==> config.mk <==
export PLATFORM = sky130hd
export DESIGN_NAME = bash_cmd_sequencer
export DESIGN_NICKNAME = d
export VERILOG_FILES = /design/src/rtl/bash_pkg.sv /design/src/rtl/bash_resp_rom.sv /design/src/rtl/bash_cmd_sequencer.sv
export SDC_FILE = /design/constraint.sdc
export NUM_CORES = 1
export LEC_CHECK = 0
export ABC_AREA = 1
export ABC_CLOCK_PERIOD_IN_PS = 5400
export CAP_MARGIN = 20
export CORE_ASPECT_RATIO = 1.75
export CORE_UTILIZATION = 60
export DETAILED_ROUTE_END_ITERATION = 8
export PLACE_DENSITY = 0.83
export SYNTH_ARGS = -nofsm -noshare
export SYNTH_HDL_FRONTEND = slang
export SYNTH_HIERARCHICAL = 1
export SYNTH_SLANG_ARGS = --single-unit
==> constraint.sdc <==
create_clock -name clk -period 5.4 [get_ports clk]
set_input_delay 1.62 -clock clk [delete_from_list [all_inputs] [get_ports clk]]
set_output_delay 1.62 -clock clk [all_outputs]
set_load 0.02 [all_outputs]
==> src/rtl/bash_pkg.sv <==
// Shared types, command ids, keyword and response strings for the bash command sequencer.
package bash_pkg;

  localparam int unsigned MAX_LINE  = 32;
  localparam int unsigned CHAR_W    = 8;
  localparam int unsigned CNT_W     = 6;
  localparam int unsigned ID_W      = 3;
  localparam int unsigned TMR_W     = 8;
  localparam int unsigned ROM_CHARS = 31;
  localparam int unsigned ROM_W     = ROM_CHARS * CHAR_W;

  typedef enum logic [2:0] {
    ST_IDLE,
    ST_FETCH,
    ST_FETCH_GAP,
    ST_DECODE,
    ST_EMIT,
    ST_EMIT_GAP,
    ST_SOLVE,
    ST_WAIT_ACK
  } state_t;

  localparam logic [ID_W-1:0] CMD_EMPTY   = 3'd0;
  localparam logic [ID_W-1:0] CMD_ECHO    = 3'd1;
  localparam logic [ID_W-1:0] CMD_HELLO   = 3'd2;
  localparam logic [ID_W-1:0] CMD_HELP    = 3'd3;
  localparam logic [ID_W-1:0] CMD_UNKNOWN = 3'd7;

  localparam logic [4*CHAR_W-1:0] KW_ECHO  = "echo";
  localparam logic [5*CHAR_W-1:0] KW_HELLO = "hello";
  localparam logic [4*CHAR_W-1:0] KW_HELP  = "help";

  // Echo argument starts after the keyword plus exactly one separator space.
  localparam logic [CNT_W-1:0] ECHO_SKIP = 6'd5;

  // Strings are right-aligned in the vector; LEN gives the printable length.
  localparam logic [ROM_W-1:0] RESP_HELLO   = ROM_W'("Hello World!");
  localparam logic [ROM_W-1:0] RESP_HELP    = ROM_W'("echo hello help");
  localparam logic [ROM_W-1:0] RESP_UNKNOWN = ROM_W'("Unknown command");

  localparam logic [CNT_W-1:0] RESP_HELLO_LEN   = 6'd12;
  localparam logic [CNT_W-1:0] RESP_HELP_LEN    = 6'd15;
  localparam logic [CNT_W-1:0] RESP_UNKNOWN_LEN = 6'd15;

  // Character idx (0 = leftmost) of a right-aligned string, 0 past its end.
  function automatic logic [CHAR_W-1:0] str_char(input logic [ROM_W-1:0] s,
                                                 input logic [CNT_W-1:0] len,
                                                 input logic [CNT_W-1:0] idx);
    logic [CNT_W-1:0] rem;
    logic [CNT_W+2:0] sh;
    rem = len - idx - 6'd1;
    sh  = {rem, 3'b000};
    str_char = (idx < len) ? CHAR_W'(s >> sh) : '0;
  endfunction

endpackage

==> src/rtl/bash_resp_rom.sv <==
// Fixed response text lookup by command id and character index; 0 beyond each string.
module bash_resp_rom
  import bash_pkg::*;
(
  input  logic [ID_W-1:0]   cmd_id,
  input  logic [CNT_W-1:0]  index,
  output logic [CHAR_W-1:0] rom_char
);

  always_comb begin
    rom_char = '0;
    case (cmd_id)
      CMD_HELLO:   rom_char = str_char(RESP_HELLO, RESP_HELLO_LEN, index);
      CMD_HELP:    rom_char = str_char(RESP_HELP, RESP_HELP_LEN, index);
      CMD_UNKNOWN: rom_char = str_char(RESP_UNKNOWN, RESP_UNKNOWN_LEN, index);
      default:     rom_char = '0;
    endcase
  end

endmodule

==> src/rtl/bash_cmd_sequencer.sv <==
// Pulls a typed line from the terminal, decodes its first word and streams the response
// back, then pulses solved and waits (bounded) for the terminal's acknowledge.
module bash_cmd_sequencer
  import bash_pkg::*;
#(
  parameter int unsigned MAX_LINE    = bash_pkg::MAX_LINE,
  parameter int unsigned ACK_TIMEOUT = 15
) (
  input  logic              clk,
  input  logic              rst,
  input  logic              cmd_ready,
  input  logic [CNT_W-1:0]  cmd_len,
  input  logic [CHAR_W-1:0] cmd_char,
  output logic              cmd_next,
  output logic              resp_ready,
  output logic [CHAR_W-1:0] resp_char,
  input  logic              resp_next,
  output logic              solved,
  input  logic              solved_ack,
  output logic              busy,
  output logic [ID_W-1:0]   cmd_id
);

  localparam int unsigned AW = (MAX_LINE > 1) ? $clog2(MAX_LINE) : 1;

  state_t            state;
  logic [CNT_W-1:0]  count;
  logic [CNT_W-1:0]  resp_idx;
  logic [TMR_W-1:0]  timer;
  logic [CHAR_W-1:0] line_buf [MAX_LINE];

  logic              fetch_done_c;
  logic [CNT_W-1:0]  stored_len_c;
  logic [CNT_W-1:0]  word_len_c;
  logic              space_found_c;
  logic [ID_W-1:0]   dec_id_c;
  logic [ID_W-1:0]   rom_id_c;
  logic [CNT_W-1:0]  rom_idx_c;
  logic [CHAR_W-1:0] rom_char_c;
  logic [CNT_W:0]    echo_pos_c;
  logic [CHAR_W-1:0] echo_char_c;
  logic [CHAR_W-1:0] next_char_c;

  assign fetch_done_c = (cmd_char == '0) || (count == cmd_len) || !cmd_ready;
  assign stored_len_c = (32'(count) < MAX_LINE) ? count : CNT_W'(MAX_LINE);

  // Line buffer carries no reset; only the first stored_len_c entries are ever read.
  always_ff @(posedge clk) begin
    if (state == ST_FETCH && !fetch_done_c && 32'(count) < MAX_LINE) begin
      line_buf[count[AW-1:0]] <= cmd_char;
    end
  end

  // First word ends at the first space or at the end of the stored text.
  always_comb begin
    word_len_c    = stored_len_c;
    space_found_c = 1'b0;
    for (int unsigned i = 0; i < MAX_LINE; i++) begin
      if (!space_found_c && i < 32'(stored_len_c) && line_buf[AW'(i)] == 8'h20) begin
        word_len_c    = CNT_W'(i);
        space_found_c = 1'b1;
      end
    end
  end

  always_comb begin
    dec_id_c = CMD_UNKNOWN;
    if (stored_len_c == '0) begin
      dec_id_c = CMD_EMPTY;
    end else if (word_len_c == 6'd4 &&
                 {line_buf[0], line_buf[1], line_buf[2], line_buf[3]} == KW_ECHO) begin
      dec_id_c = CMD_ECHO;
    end else if (word_len_c == 6'd5 &&
                 {line_buf[0], line_buf[1], line_buf[2], line_buf[3], line_buf[4]} == KW_HELLO) begin
      dec_id_c = CMD_HELLO;
    end else if (word_len_c == 6'd4 &&
                 {line_buf[0], line_buf[1], line_buf[2], line_buf[3]} == KW_HELP) begin
      dec_id_c = CMD_HELP;
    end
  end

  // During DECODE the first response char is looked up from the not-yet-registered id.
  assign rom_id_c  = (state == ST_DECODE) ? dec_id_c : cmd_id;
  assign rom_idx_c = (state == ST_DECODE) ? '0 : resp_idx;

  bash_resp_rom u_rom (
    .cmd_id   (rom_id_c),
    .index    (rom_idx_c),
    .rom_char (rom_char_c)
  );

  assign echo_pos_c  = {1'b0, rom_idx_c} + {1'b0, ECHO_SKIP};
  assign echo_char_c = (echo_pos_c < {1'b0, stored_len_c}) ? line_buf[echo_pos_c[AW-1:0]] : '0;
  assign next_char_c = (rom_id_c == CMD_ECHO) ? echo_char_c : rom_char_c;

  // Sequencer FSM with registered outputs; cmd_next and solved are single-cycle pulses.
  always_ff @(posedge clk or posedge rst) begin
    if (rst) begin
      state      <= ST_IDLE;
      count      <= '0;
      resp_idx   <= '0;
      timer      <= '0;
      cmd_next   <= 1'b0;
      resp_ready <= 1'b0;
      resp_char  <= '0;
      solved     <= 1'b0;
      busy       <= 1'b0;
      cmd_id     <= CMD_EMPTY;
    end else begin
      cmd_next <= 1'b0;
      solved   <= 1'b0;
      case (state)
        ST_IDLE: begin
          if (cmd_ready) begin
            count <= '0;
            busy  <= 1'b1;
            state <= ST_FETCH;
          end
        end
        ST_FETCH: begin
          if (fetch_done_c) begin
            state <= ST_DECODE;
          end else begin
            if (count != '1) count <= count + 6'd1;
            cmd_next <= 1'b1;
            state    <= ST_FETCH_GAP;
          end
        end
        ST_FETCH_GAP: state <= ST_FETCH;
        ST_DECODE: begin
          cmd_id   <= dec_id_c;
          resp_idx <= '0;
          if (dec_id_c == CMD_EMPTY) begin
            solved <= 1'b1;
            state  <= ST_SOLVE;
          end else begin
            resp_ready <= 1'b1;
            resp_char  <= next_char_c;
            state      <= ST_EMIT;
          end
        end
        ST_EMIT: begin
          if (resp_next) begin
            resp_ready <= 1'b0;
            if (resp_char == '0) begin
              solved <= 1'b1;
              state  <= ST_SOLVE;
            end else begin
              resp_idx <= resp_idx + 6'd1;
              state    <= ST_EMIT_GAP;
            end
          end
        end
        ST_EMIT_GAP: begin
          resp_ready <= 1'b1;
          resp_char  <= next_char_c;
          state      <= ST_EMIT;
        end
        ST_SOLVE: begin
          // SOLVE plus WAIT_ACK together last ACK_TIMEOUT cycles without an ack.
          timer <= TMR_W'(ACK_TIMEOUT - 1);
          state <= ST_WAIT_ACK;
        end
        ST_WAIT_ACK: begin
          if (solved_ack || timer <= 8'd1) begin
            busy  <= 1'b0;
            state <= ST_IDLE;
          end else begin
            timer <= timer - 8'd1;
          end
        end
        default: state <= ST_IDLE;
      endcase
    end
  end

endmodule
Word level (Yosys, flattened, before mapping)
Memory sizes are Yosys's and may differ from the RTL's.
Index checks and enable logic that the tools add are counted.
{"block": "op_classes", "add_sub_neg": 8, "order_cmp": 37, "n_eq_ne": 58, "shifts": 3, "n_mux": 108, "reduce_logical": 122}
{"cell": "8-bit by 6-bit == test with 1-bit output, second input constant", "count": 32}
{"cell": "119-bit by 9-bit >> shifter with 8-bit output, first input constant", "count": 2}
{"cell": "6-bit two-way mux", "count": 39}
{"cell": "5-bit by 6-bit < comparator with 1-bit output, first input constant", "count": 16}
{"cell": "95-bit by 9-bit >> shifter with 8-bit output, first input constant", "count": 1}
{"cell": "1-bit logical AND", "count": 68}
{"cell": "32-bit by 31-bit == test with 1-bit output, second input constant", "count": 2}
{"cell": "8-bit two-way mux", "count": 7}
{"cell": "4-bit by 6-bit < comparator with 1-bit output, first input constant", "count": 8}
{"cell": "1-bit two-way mux", "count": 43}
{"cell": "40-bit by 39-bit == test with 1-bit output, second input constant", "count": 1}
{"cell": "1-bit zero test", "count": 33}
{"cell": "8-bit case mux with 2 select lines", "count": 2}
{"cell": "3-bit by 6-bit < comparator with 1-bit output, first input constant", "count": 4}
{"cell": "3-bit two-way mux", "count": 8}
{"cell": "3-bit case mux with 8 select lines", "count": 1}
{"cell": "6-bit case mux with 2 select lines", "count": 2}
{"cell": "8-bit case mux with 3 select lines", "count": 1}
{"cell": "8-bit zero test", "count": 2}
{"cell": "3-bit == test, second input constant", "count": 5}
{"cell": "2-bit != test, second input constant", "count": 7}
{"cell": "6-bit by 1-bit adder with 6-bit output, second input constant", "count": 2}
{"cell": "3-bit by 2-bit == test with 1-bit output, second input constant", "count": 4}
{"cell": "6-bit by 3-bit == test with 1-bit output, second input constant", "count": 2}
{"cell": "25 further kinds", "count": 44}
{"block": "totals", "ff_bits": 38, "mem_bits_rw": 256, "out_inout_bits": 15, "memories": 1}
{"name": "line_buf", "words": 32, "width": 8, "read_ports": 33, "rd_clocked_by_memory_dff": 0, "wr": 1, "line": "bash_cmd_sequencer.sv:30", "text": "logic [CHAR_W-1:0] line_buf [MAX_LINE];"}

Longest topological paths before layout
{"block": "logic_depth", "word_depth": 141, "ltp_mapped": 44, "mapped_depth_nobuf": 44}

Hierarchy
Netlist, hierarchy kept.
{"mod": "bash_cmd_sequencer", "instances": 1, "cells_per_inst": 1478, "area_each_um2": 14554.0, "seq_area_each_um2": 8638.3}
{"mod": "bash_resp_rom", "instances": 1, "cells_per_inst": 165, "area_each_um2": 923.4, "seq_area_each_um2": 0.0}

Worst setup path before layout
Ideal clock, no wire load.
{"block": "synth_path", "kind": "reg2reg", "from": "register state[1]", "to": "register resp_char[0]", "arrival_time_ns": 4.313, "required_time_ns": 5.335, "slack_ns": 1.022, "stages_incl_launch_ff": 21, "path_buffers": 4, "cell_sequence": "dfrtp_1 > nand2_1 > nor2_1 > nor2_1 > clkbuf_1 > clkbuf_1 > clkbuf_1 > ha_1 > xor2_1 > inv_1 > clkbuf_1 > ha_1 > a21oi_1 > a21boi_0 > o21a_1 > o21a_1 > nor3_1 > or3b_2 > nand3_1 > nand3_1 > nand2_1"}
{"block": "synth_between", "elab_chain_len": 10, "elab_cells_between_ends": 31}
{"element": "from (decl)", "line": "bash_cmd_sequencer.sv:26", "text": "state_t state;"}
{"element": "from (signal assigned)", "line": "bash_cmd_sequencer.sv:99", "text": "state <= ST_IDLE;"}
{"element": "from (signal assigned)", "line": "bash_cmd_sequencer.sv:117", "text": "state <= ST_FETCH;"}
{"element": "from (signal assigned)", "line": "bash_cmd_sequencer.sv:122", "text": "state <= ST_DECODE;"}
{"element": "3-bit by 2-bit == test with 1-bit output (*)", "line": "bash_cmd_sequencer.sv:84", "text": "assign rom_idx_c = (state == ST_DECODE) ? '0 : resp_idx;"}
{"element": "6-bit two-way mux (*)", "line": "bash_cmd_sequencer.sv:84"}
{"element": "net rom_idx_c[0]", "line": "bash_cmd_sequencer.sv:38", "text": "logic [CNT_W-1:0] rom_idx_c;"}
{"element": "4-bit by 6-bit subtractor with 6-bit output", "line": "bash_pkg.sv:51", "text": "rem = len - idx - 6'd1;"}
{"element": "6-bit by 1-bit subtractor with 6-bit output", "line": "bash_pkg.sv:51"}
{"element": "119-bit by 9-bit >> shifter with 8-bit output / 95-bit by 9-bit >> shifter with 8-bit output (equally long branches)", "line": "bash_pkg.sv:53", "text": "str_char = (idx < len) ? CHAR_W'(s >> sh) : '0;"}
{"element": "8-bit two-way mux", "line": "bash_pkg.sv:53"}
{"element": "8-bit case mux with 3 select lines", "line": "bash_resp_rom.sv:12", "text": "case (cmd_id)"}
{"element": "8-bit two-way mux (*)", "line": "bash_cmd_sequencer.sv:94", "text": "assign next_char_c = (rom_id_c == CMD_ECHO) ? echo_char_c : rom_char_c;"}
{"element": "8-bit two-way mux", "line": "bash_cmd_sequencer.sv:133", "text": "if (dec_id_c == CMD_EMPTY) begin"}
{"element": "8-bit case mux with 2 select lines (*)", "line": "bash_cmd_sequencer.sv:112", "text": "case (state)"}
{"element": "to (signal assigned)", "line": "bash_cmd_sequencer.sv:138", "text": "resp_char <= next_char_c;"}
{"element": "to (signal assigned)", "line": "bash_cmd_sequencer.sv:156", "text": "resp_char <= next_char_c;"}
{"element": "to (decl)", "line": "bash_cmd_sequencer.sv:16", "text": "output logic [CHAR_W-1:0] resp_char,"}
The timed path passes the listed nets; every way through them passes the cells marked *. The select of a mux whose other input is x is not followed.
A chain may end at the register's enable or synchronous reset.

Worst setup path in the final report
{"block": "layout_path", "from": "register count[5]", "to": "register resp_char[4]"}
{"block": "layout_between", "elab_chain_len": 141, "elab_cells_between_ends": 215}
{"element": "from (decl)", "line": "bash_cmd_sequencer.sv:27", "text": "logic [CNT_W-1:0] count;"}
{"element": "from (signal assigned)", "line": "bash_cmd_sequencer.sv:124", "text": "if (count != '1) count <= count + 6'd1;"}
{"element": "6-bit < comparator", "line": "bash_cmd_sequencer.sv:45", "text": "assign stored_len_c = (32'(count) < MAX_LINE) ? count : CNT_W'(MAX_LINE);"}
{"element": "6-bit two-way mux (*)", "line": "bash_cmd_sequencer.sv:45"}
{"element": "1-bit by 6-bit < comparator with 1-bit output", "line": "bash_cmd_sequencer.sv:59", "text": "if (!space_found_c && i < 32'(stored_len_c) && line_buf[AW'(i)] == 8'h20) begin"}
{"element": "1-bit logical AND", "line": "bash_cmd_sequencer.sv:59"}
{"element": "1-bit two-way mux", "line": "bash_cmd_sequencer.sv:59"}
{"element": "1-bit zero test", "line": "bash_cmd_sequencer.sv:59"}
{"element": "1-bit logical AND (2 in a row)", "line": "bash_cmd_sequencer.sv:59"}
{"element": "1-bit two-way mux", "line": "bash_cmd_sequencer.sv:59"}
{"element": "[126 not listed]"}
{"element": "3-bit two-way mux (*)"}
{"element": "net rom_id_c[2]", "line": "bash_cmd_sequencer.sv:37", "text": "logic [ID_W-1:0] rom_id_c;"}
{"element": "3-bit == test / 3-bit by 2-bit == test with 1-bit output (equally long branches)", "line": "bash_resp_rom.sv:12"}
{"element": "8-bit case mux with 3 select lines (*)", "line": "bash_resp_rom.sv:12"}
{"element": "net rom_char_c[4]", "line": "bash_cmd_sequencer.sv:39", "text": "logic [CHAR_W-1:0] rom_char_c;"}
{"element": "8-bit two-way mux (*)", "line": "bash_cmd_sequencer.sv:94"}
{"element": "8-bit two-way mux", "line": "bash_cmd_sequencer.sv:133"}
{"element": "8-bit case mux with 2 select lines (*)", "line": "bash_cmd_sequencer.sv:112"}
Marked as above.

==> impl_metrics.yaml <==
sta:
  hold_violations: 0
  setup_violations: 0
  min_period_ns: 4.93
  rsz0062_at_grt: "no"
  finalSetupTns_ns: 0
  min_period_over_period_pct: 91.4
  relSlewSlack_pct: 26.1
  fin_worst_skew_ns: 0.0156
  slew_viol_final: 0
  timing.fmax_mhz: 203
  tightest_slew_ns: 1.10
critical_path:
  reg2reg_to: "resp_char[4]$_DFFE_PP0P_"
  critPathRequiredTime_ns: 5.88
  startpoint: "count[5]$_DFFE_PP0P_"
  crit_end: "resp_char[4]$_DFFE_PP0P_"
  cp_max_fo: 18
  cpPeakStageDelay_ns: 0.54
  regToRegStartpoint: "count[5]$_DFFE_PP0P_"
  path_class: "flop to flop"
  cp.arrival_ns: 5.42
  r2r_setup_slack_ns: 0.47
  cp-end-kind: "flop"
  slowest_stage: "dfrtp_1"
  startpoint_type: "flop"
  r2r_cells: 34
routing:
  drt-pass1-iter-count: 8
  wl_microns: 45900
  viasPerCell: 6.41
  vias: 13100
  drt_iter0_markers: 1273
  wl_per_cell_microns: 22.5
  drcViolationCount: 0
  ant_nets: 0
clock_tree:
  cts_tree: "yes"
  clkTransAtPathRegs_ns: 0.07
  clock-sinks: 294
  root_buffer: "clkbuf_16"
  htree_num_levels: 1
  clkLatencyLatePin_ns: 0.55
  clock_path_buffers: 3
  hold_buffers: 0
  cts_made_buffers: 26
final_layout:
  layout_commonest_cell: "nand2_1"
  drive_above_1_share_pct: 10.5
  final_cell_mix: "338 x nand2_1, 256 x edfxtp_1, 162 x nor2_1"
  fin_nets: 1741
  syn2layout_area_growth_pct: 11.3
  final_util_pct: 68.0
  diodes: 0
synth:
  synth-edff-count: 256
  ys_ff_latch: 294
  ys_seq_area_share_pct: 55.8
  syn_avg_cell_area_sq_um: 9.42
  syn_nets: 1679
  ys.flop_type: "edfxtp_1"
  synth_top_area_share_pct: 49.7
  async_flop_share_pct: 12.9
  synth_warnings: 6
  synthDistinctLibCells: 64
  synth_area_sq_mm: 0.0155
  syn_inst: 1643
  yosys-top-cells-area: "edfxtp_1 50%, nand2_1 8.2%, dfrtp_1 6.1%, nand3_1 4.8%, nor2_1 4.0%"
  synth_top_area_cell: "edfxtp_1"
global_route:
  grt_pass1_wl_microns: 69400
  overflow: 0
  antenna_found_initial: 1
  grt_pass1_vias: 12900
  grt_max_degree: 79
  grt_usage_pct: 35.6
power_and_ir_drop:
  p_seq_share_pct: 29.3
  leakage_uw: 0.00665
  clkPwrFrac_pct: 19.5
  pwr-share-comb_pct: 51.2
  p_sw_share_pct: 45.1
  power_density_mw_per_mm2: 528
  power.switching_uw: 4100
  p_int_uw: 5000
  irDropWorstVdd_mv: 0.397
floorplan:
  die-area_sq_mm: 0.0265
  ios: 34
  die_y_microns: 214
  fp-row-count: 77
  die_w_microns: 123
  coreArea_sq_mm: 0.0253
  initial_core_util_pct: 61.1
placement:
  routabilityCongestion: 0.988
  hpwlAfterDp_microns: 32400
  place.port_buffers: 33
min_path:
  hold_class: "flop to flop"
outcome:
  run_status: "completed"
job:
  maxCapViolations: 0
-- logic make-up after synthesis --
group	share of synthesized area, %
simple gates	25.4
compound gates	11.0
fa+ha+maj	1.37
xor+xnor	0.461
buf+inv	5.90
flops	55.8
other cells	0.0242
-- Yosys cell counts, types with 5 or more instances --
library cell and count:
dfrtp_1 38, o211ai_1 31, a21oi_1 85, nor2_2 6
o22ai_1 5, ha_1 17, nor3_1 29, nand2_1 338
a31oi_1 7, o21ai_0 75, nand2_2 17, nor4_1 48
clkbuf_1 49, xor2_1 5, inv_1 152, o221ai_1 12
or2_2 5, a32o_1 19, nor2_4 5, nand3_1 147
nor2_1 163, inv_2 8, edfxtp_1 256, or3b_2 7
nand4_1 32, nand3_2 6, buf_6 6
-- worst max-delay path: cells and delay by family, from the launching register on --
kind	cells	cell delay, ns
AND/OR/NAND/NOR	25	3.00
buffers and inverters	4	0.36
AO/OA/AOI/OAI	5	0.96
flip-flops	1	0.54
-- per-stage QoR --
stage	setup slack, ns	cell area, sq um	hold slack [ns]	power (uW)	cells
after global placement	0.515	16400	0.452	7150	1993
after CTS	0.357	17200	0.477	8960	2040
after detailed placement	0.384	16400	0.468	7190	1993
after global routing	0.0169	17200	0.499	9510	2040
after floorplan	1.02	15500	0.435	5730	1643
final	0.466	17200	0.473	9100	2040
-- power by group through the flow --
stage	Sequential, uW	Combinational [uW]	Clock, uW
after floorplan	2720	3010	0
after global placement	2700	4450	0
after detailed placement	2710	4490	0
after CTS	2660	4510	1790
after global routing	2680	4960	1870
final	2660	4660	1780
-- routing by layer --
| metal | part of all wire, % | wire (microns) | global-route usage (%) |
|---|---|---|---|
| met5 | 0.028 | 13 | 0 |
| met4 | 8.8 | 4030 | 27.5 |
| met3 | 7.7 | 3520 | 4.81 |
| met2 | 50 | 23000 | 61.5 |
| met1 | 33 | 15400 | 38.4 |
-- final cells by class --
type | count | area [sq um]
multi-input combinational | 1122 | 5950
sequential | 294 | 8640
fill | 1972 | 8110
tap | 316 | 395
inverter | 166 | 629
clock buffer | 36 | 719
timing repair buffer | 95 | 821
clock inverter | 11 | 77.6
-- flip-flops by register name, summed over array words and instances (netlist names) --
name and flops:
resp_idx 6, state 3, resp_ready 1, resp_char 8, busy 1, count 6
solved 1, timer 8, cmd_id 3, cmd_next 1, line_buf 256
-- worst min path at each step --
stage,from,to,slack (ns),cells past startpoint
after CTS,timer[7]$_DFFE_PP0P_,timer[7]$_DFFE_PP0P_,0.48,1
after detailed placement,timer[7]$_DFFE_PP0P_,timer[7]$_DFFE_PP0P_,0.47,1
after floorplan,timer[7]$_DFFE_PP0P_,timer[7]$_DFFE_PP0P_,0.44,1
final,timer[7]$_DFFE_PP0P_,timer[7]$_DFFE_PP0P_,0.47,1
after global routing,timer[7]$_DFFE_PP0P_,timer[7]$_DFFE_PP0P_,0.50,1
after global placement,timer[7]$_DFFE_PP0P_,timer[7]$_DFFE_PP0P_,0.45,1
-- timing repair --
action                                  4_1_cts  5_1_grt
setup buffers                                 0        0
gates resized for setup                       0        3
endpoints found under the setup margin        0        6
endpoints found under the hold margin         0        0
(Power assumes the default switching activity.)
==> RTL change 1 (same flow settings) <==
The 8 states of `state_t` get a one-hot encoding in 8 bits.
--- a/src/rtl/bash_pkg.sv
+++ b/src/rtl/bash_pkg.sv
@@ -11,11 +11,11 @@
 
-  typedef enum logic [2:0] {
-    ST_IDLE,
-    ST_FETCH,
-    ST_FETCH_GAP,
-    ST_DECODE,
-    ST_EMIT,
-    ST_EMIT_GAP,
-    ST_SOLVE,
-    ST_WAIT_ACK
+  typedef enum logic [7:0] {
+    ST_IDLE      = 8'b00000001,
+    ST_FETCH     = 8'b00000010,
+    ST_FETCH_GAP = 8'b00000100,
+    ST_DECODE    = 8'b00001000,
+    ST_EMIT      = 8'b00010000,
+    ST_EMIT_GAP  = 8'b00100000,
+    ST_SOLVE     = 8'b01000000,
+    ST_WAIT_ACK  = 8'b10000000
   } state_t;
Behaviour: no difference found for any inputs over 10 cycles, from zero or initial values and one cycle with rst high; not proved beyond that.
==> RTL change 1 against the unedited design <==
Clock skew increased by 0.00098 ns. Routed wire length fell by 1.3%. Synthesized area grew 1.7%. Sequential cell count increased by 5. Count of clock-buffer cells in the layout decreased by 5. Sequential share of layout area increased by 0.37 points. Final area rose by 0.73%. Setup slack better by 0.026 ns. Via count decreased by 0.80%. Largest cell class unchanged.
Power is not compared: it rests on default switching activity, and its combinational part moved more than twofold at a synthesized area within 25%.
==> RTL change 1: results <==
{
  "outcome": "complete, no violations",
  "met1_usage": 0.368,
  "rrSetupSlack_ns": 0.49,
  "cpMaxStageDelayCell": "dfrtp_1",
  "timing.hold.ws_ns": 0.511,
  "leakage_nw": 6.58,
  "r2r-start": "count[0]",
  "cts_buffers": 27,
  "worstRegToRegCells": 34,
  "gp_congestion": 1.01,
  "dp_cells": 1997,
  "gr-total-overflow": 0,
  "clkTransAtPathRegs_ns": 0.07,
  "dp_hpwl_um": 32300,
  "synthTopCellsByArea": "edfxtp_1 (49%), nand2_1 (8.3%), dfrtp_1 (6.7%)",
  "fin_worst_skew_ns": 0.0165,
  "critPathMaxStageDelay_ns": 0.52,
  "gr-usage-all-layers": 0.338,
  "tns_ns": 0,
  "ctsHoldBuffers": 0,
  "drt_first_pass_iters": 6,
  "yosysUniqueCellTypes": 64,
  "fin_crit_ns": 4.91,
  "wl_per_cell_um": 22.2,
  "synth-edff-count": 256,
  "clockBufferDepth": 3,
  "grtUsageMet3": 0.0481,
  "h-tree-depth": 1,
  "slew_headroom": 0.332,
  "worstHoldStart": "resp_char[0]",
  "crit_fanout": 8,
  "grt_max_degree": 140,
  "synth_warnings": 6,
  "fillerInstances": 1980,
  "grt_antenna_before_repair": 0,
  "clk_latency_ns": 0.57,
  "use_met2": 0.599,
  "vias_per_cell": 6.34,
  "vias": 12965,
  "syn_avg_cell_area_um2": 9.40,
  "hp-class": "register to register",
  "dpl_cell_area_um2": 16500,
  "drt-initial-drc-count": 1240,
  "ys_seq_area_frac": 0.557,
  "ys_async_sr_fraction": 0.144,
  "grt_pass1_wl_um": 69100,
  "cts_root_buffer": "clkbuf_16",
  "cp.arrival_ns": 5.41,
  "drive_gt1_frac": 0.0893,
  "yosys-top-cells-count": "nand2_1 (346), edfxtp_1 (256), inv_1 (166)",
  "pre_cts_ws_ns": 0.380,
  "io_buffers": 33,
  "fin_nets": 1742,
  "postCtsSetupBuffers": 0
}
## RTL change 1: changes by cell type after synthesis, sizes merged, moves of 6 or more
cell	unedited run	this run
inv	161	172
o21bai	0	9
a21oi	86	74
o211ai	32	52
nor2	176	170
nand2	359	367
o221ai	12	3
## RTL change 1: how the worst min path moves through the flow
stage / cells after the start / to
floorplan: 1 / resp_idx[4]
global route: 2 / resp_char[7]
detailed placement: 2 / resp_char[0]
finish: 2 / resp_char[0]
global placement: 1 / resp_idx[4]
CTS: 2 / resp_char[0]
## RTL change 1: power by group
group | switching (mW) | total (mW) | internal, mW
clock | 0.855 | 1.89 | 1.03
sequential | 0.0827 | 2.68 | 2.59
combinational | 1.50 | 2.20 | 0.701
## RTL change 1: metal layers
layer  up-vias  wire length, um
met5         -                0
met4         0             3320
li1       5973                -
met2       687            23300
met3       200             3220
met1      6105            15500
## RTL change 1: critical path, delay by kind of cell, from the launching register on
| family | cells | cell delay [ns] |
|---|---|---|
| flops | 1 | 0.52 |
| simple gates | 26 | 3.22 |
| buf+inv | 3 | 0.35 |
| compound gates | 5 | 0.76 |
## RTL change 1: cells by family after synthesis
family	synth area share
muxes	0.000716
xor gates and xnor gates	0.00620
buffers and inverters	0.0596
other	0.000238
DFF	0.557
AOI/OAI and AO/OA	0.109
and+or+nand+nor	0.253
adders and majority gates	0.0135
## RTL change 1: final cells by class
cell class / instances / area, um2 / area share
multi-input cells: 1138 / 6070 / 0.350
inverters: 175 / 661 / 0.0381
clock buffers: 31 / 691 / 0.0398
flip-flops and latches: 299 / 8770 / 0.505
well taps: 320 / 400 / 0.0231
clock inverters: 16 / 178 / 0.0102
repair buffers: 65 / 596 / 0.0343
==> RTL change 2 (same flow settings) <==
Without the edit above. Set the package constant `ID_W` to 6 (it was 3).
--- a/src/rtl/bash_pkg.sv
+++ b/src/rtl/bash_pkg.sv
@@ -6,3 +6,3 @@
   localparam int unsigned CNT_W     = 6;
-  localparam int unsigned ID_W      = 3;
+  localparam int unsigned ID_W      = 6;
   localparam int unsigned TMR_W     = 8;
Ports: changed (resized cmd_id); port bits go from 34 to 37. The function was not compared with the original's and may differ.
==> RTL change 2 against the unedited design <==
Combinational power shrank 30%. Synthesized cell count increased by 4.1%. Sequential cell count increased by 3. Count of clock-buffer cells in the layout fell by 5. Worst hold slack better by 0.032 ns. Core utilization decreased by 0.76 points. Routed wire length fell by 1.3%. Synthesized area up 1.6%. Global-route usage decreased by 1.7 points. Via count rose by 0.55%. Final area increased by 0.92%. Total power fell by 13%. Setup slack worse by 0.00096 ns. Critical endpoint is now resp_char[6]. Largest power group unchanged.
==> RTL change 2: results <==
{
  "outcome": "complete, no violations",
  "final_cells": 2085,
  "clk_latency_ns": 0.55,
  "worstHoldStart": "resp_ready",
  "critPathMaxStageDelay_ns": 0.51,
  "syn_nets": 1747,
  "yosys-top-cells-count": "nand2_1 (370), edfxtp_1 (256), inv_1 (182)",
  "areaGrowthSynthToFinish_pct": 10.5,
  "yosysUniqueCellTypes": 67,
  "worstRegToRegCells": 36,
  "cts_root_buffer": "clkbuf_16",
  "wl_um": 45300,
  "grt_antenna_before_repair": 0,
  "whs_path_depth": 2,
  "syn_avg_cell_area_um2": 9.19,
  "io_buffers": 36,
  "drt_first_pass_iters": 5,
  "fillerInstances": 1997,
  "ir_drop_uv": 253,
  "grt_pass1_vias": 12976,
  "drt-initial-drc-count": 1199,
  "slew_headroom": 0.400,
  "dp_hpwl_um": 32400,
  "vias_per_cell": 6.30,
  "grt_max_degree": 86,
  "ys_async_sr_fraction": 0.138,
  "fin_crit_sh": 0.914,
  "rrSetupSlack_ns": 0.46,
  "crit_end": "resp_char[6]",
  "fin_nets": 1783,
  "gp_congestion": 1.01,
  "gr-usage-all-layers": 0.339,
  "dpl_cell_area_um2": 16500,
  "dp_cells": 2038,
  "leakage_nw": 6.69,
  "fin_worst_skew_ns": 0.00809,
  "ys_seq_area_frac": 0.554,
  "drive_gt1_frac": 0.0895,
  "crit_fanout": 15,
  "pre_cts_ws_ns": 0.372,
  "cpMaxStageDelayCell": "dfrtp_2",
  "cts_buffers": 26,
  "synthTopCellsByArea": "edfxtp_1 (49%), nand2_1 (8.8%), dfrtp_1 (6.5%)"
}
-- RTL change 2: changes by cell type after synthesis, sizes merged, moves of 4 or more --
cell and change:
nor2 +8, inv +38, a21oi +14, a31oi -4, clkbuf -5, nand3 -13
nand2 +26, nor3 -4, o211ai -9
-- RTL change 2: how the worst min path moves through the flow --
stage	slack, ns	to
2_1_floorplan	0.49	timer[7]
4_1_cts	0.51	resp_ready
3_3_place_gp	0.48	resp_ready
5_1_grt	0.53	resp_ready
6_report	0.51	resp_ready
3_5_place_dp	0.49	resp_ready
-- RTL change 2: layer usage --
| layer | GRT usage | wire length [um] | vias to the layer above |
|---|---|---|---|
| met5 | 0 | 0 | - |
| met4 | 0.265 | 3760 | 0 |
| met3 | 0.0442 | 3330 | 211 |
| met2 | 0.604 | 23100 | 769 |
| met1 | 0.359 | 15100 | 6103 |
| li1 | - | - | 6059 |
-- RTL change 2: layout make-up --
type / instances / area share
well taps: 320 / 0.0230
flip-flops and latches: 297 / 0.501
clock buffers: 31 / 0.0397
multi-input cells: 1151 / 0.345
clock inverters: 15 / 0.0119
repair buffers: 66 / 0.0335
inverters: 205 / 0.0449
-- RTL change 2: where the power goes --
part	internal [mW]	switching, mW
Combinational	1.04	2.20
Clock	1.15	0.834
Sequential	2.59	0.0966
-- RTL change 2: worst max-delay path, delay by kind of cell, from the launching register on --
kind | cells | cell delay, ns
buffers and inverters | 4 | 0.36
AND/OR/NAND/NOR | 31 | 3.85
AO/OA/AOI/OAI | 1 | 0.17
flip-flops | 1 | 0.51
-- RTL change 2: cell families after synthesis --
kind of cell	share of synthesized area
and+or+nand+nor	0.252
DFF	0.554
AOI/OAI and AO/OA	0.110
buffers and inverters	0.0658
adders and majority gates	0.0135
xor gates and xnor gates	0.00398
other	0.000238
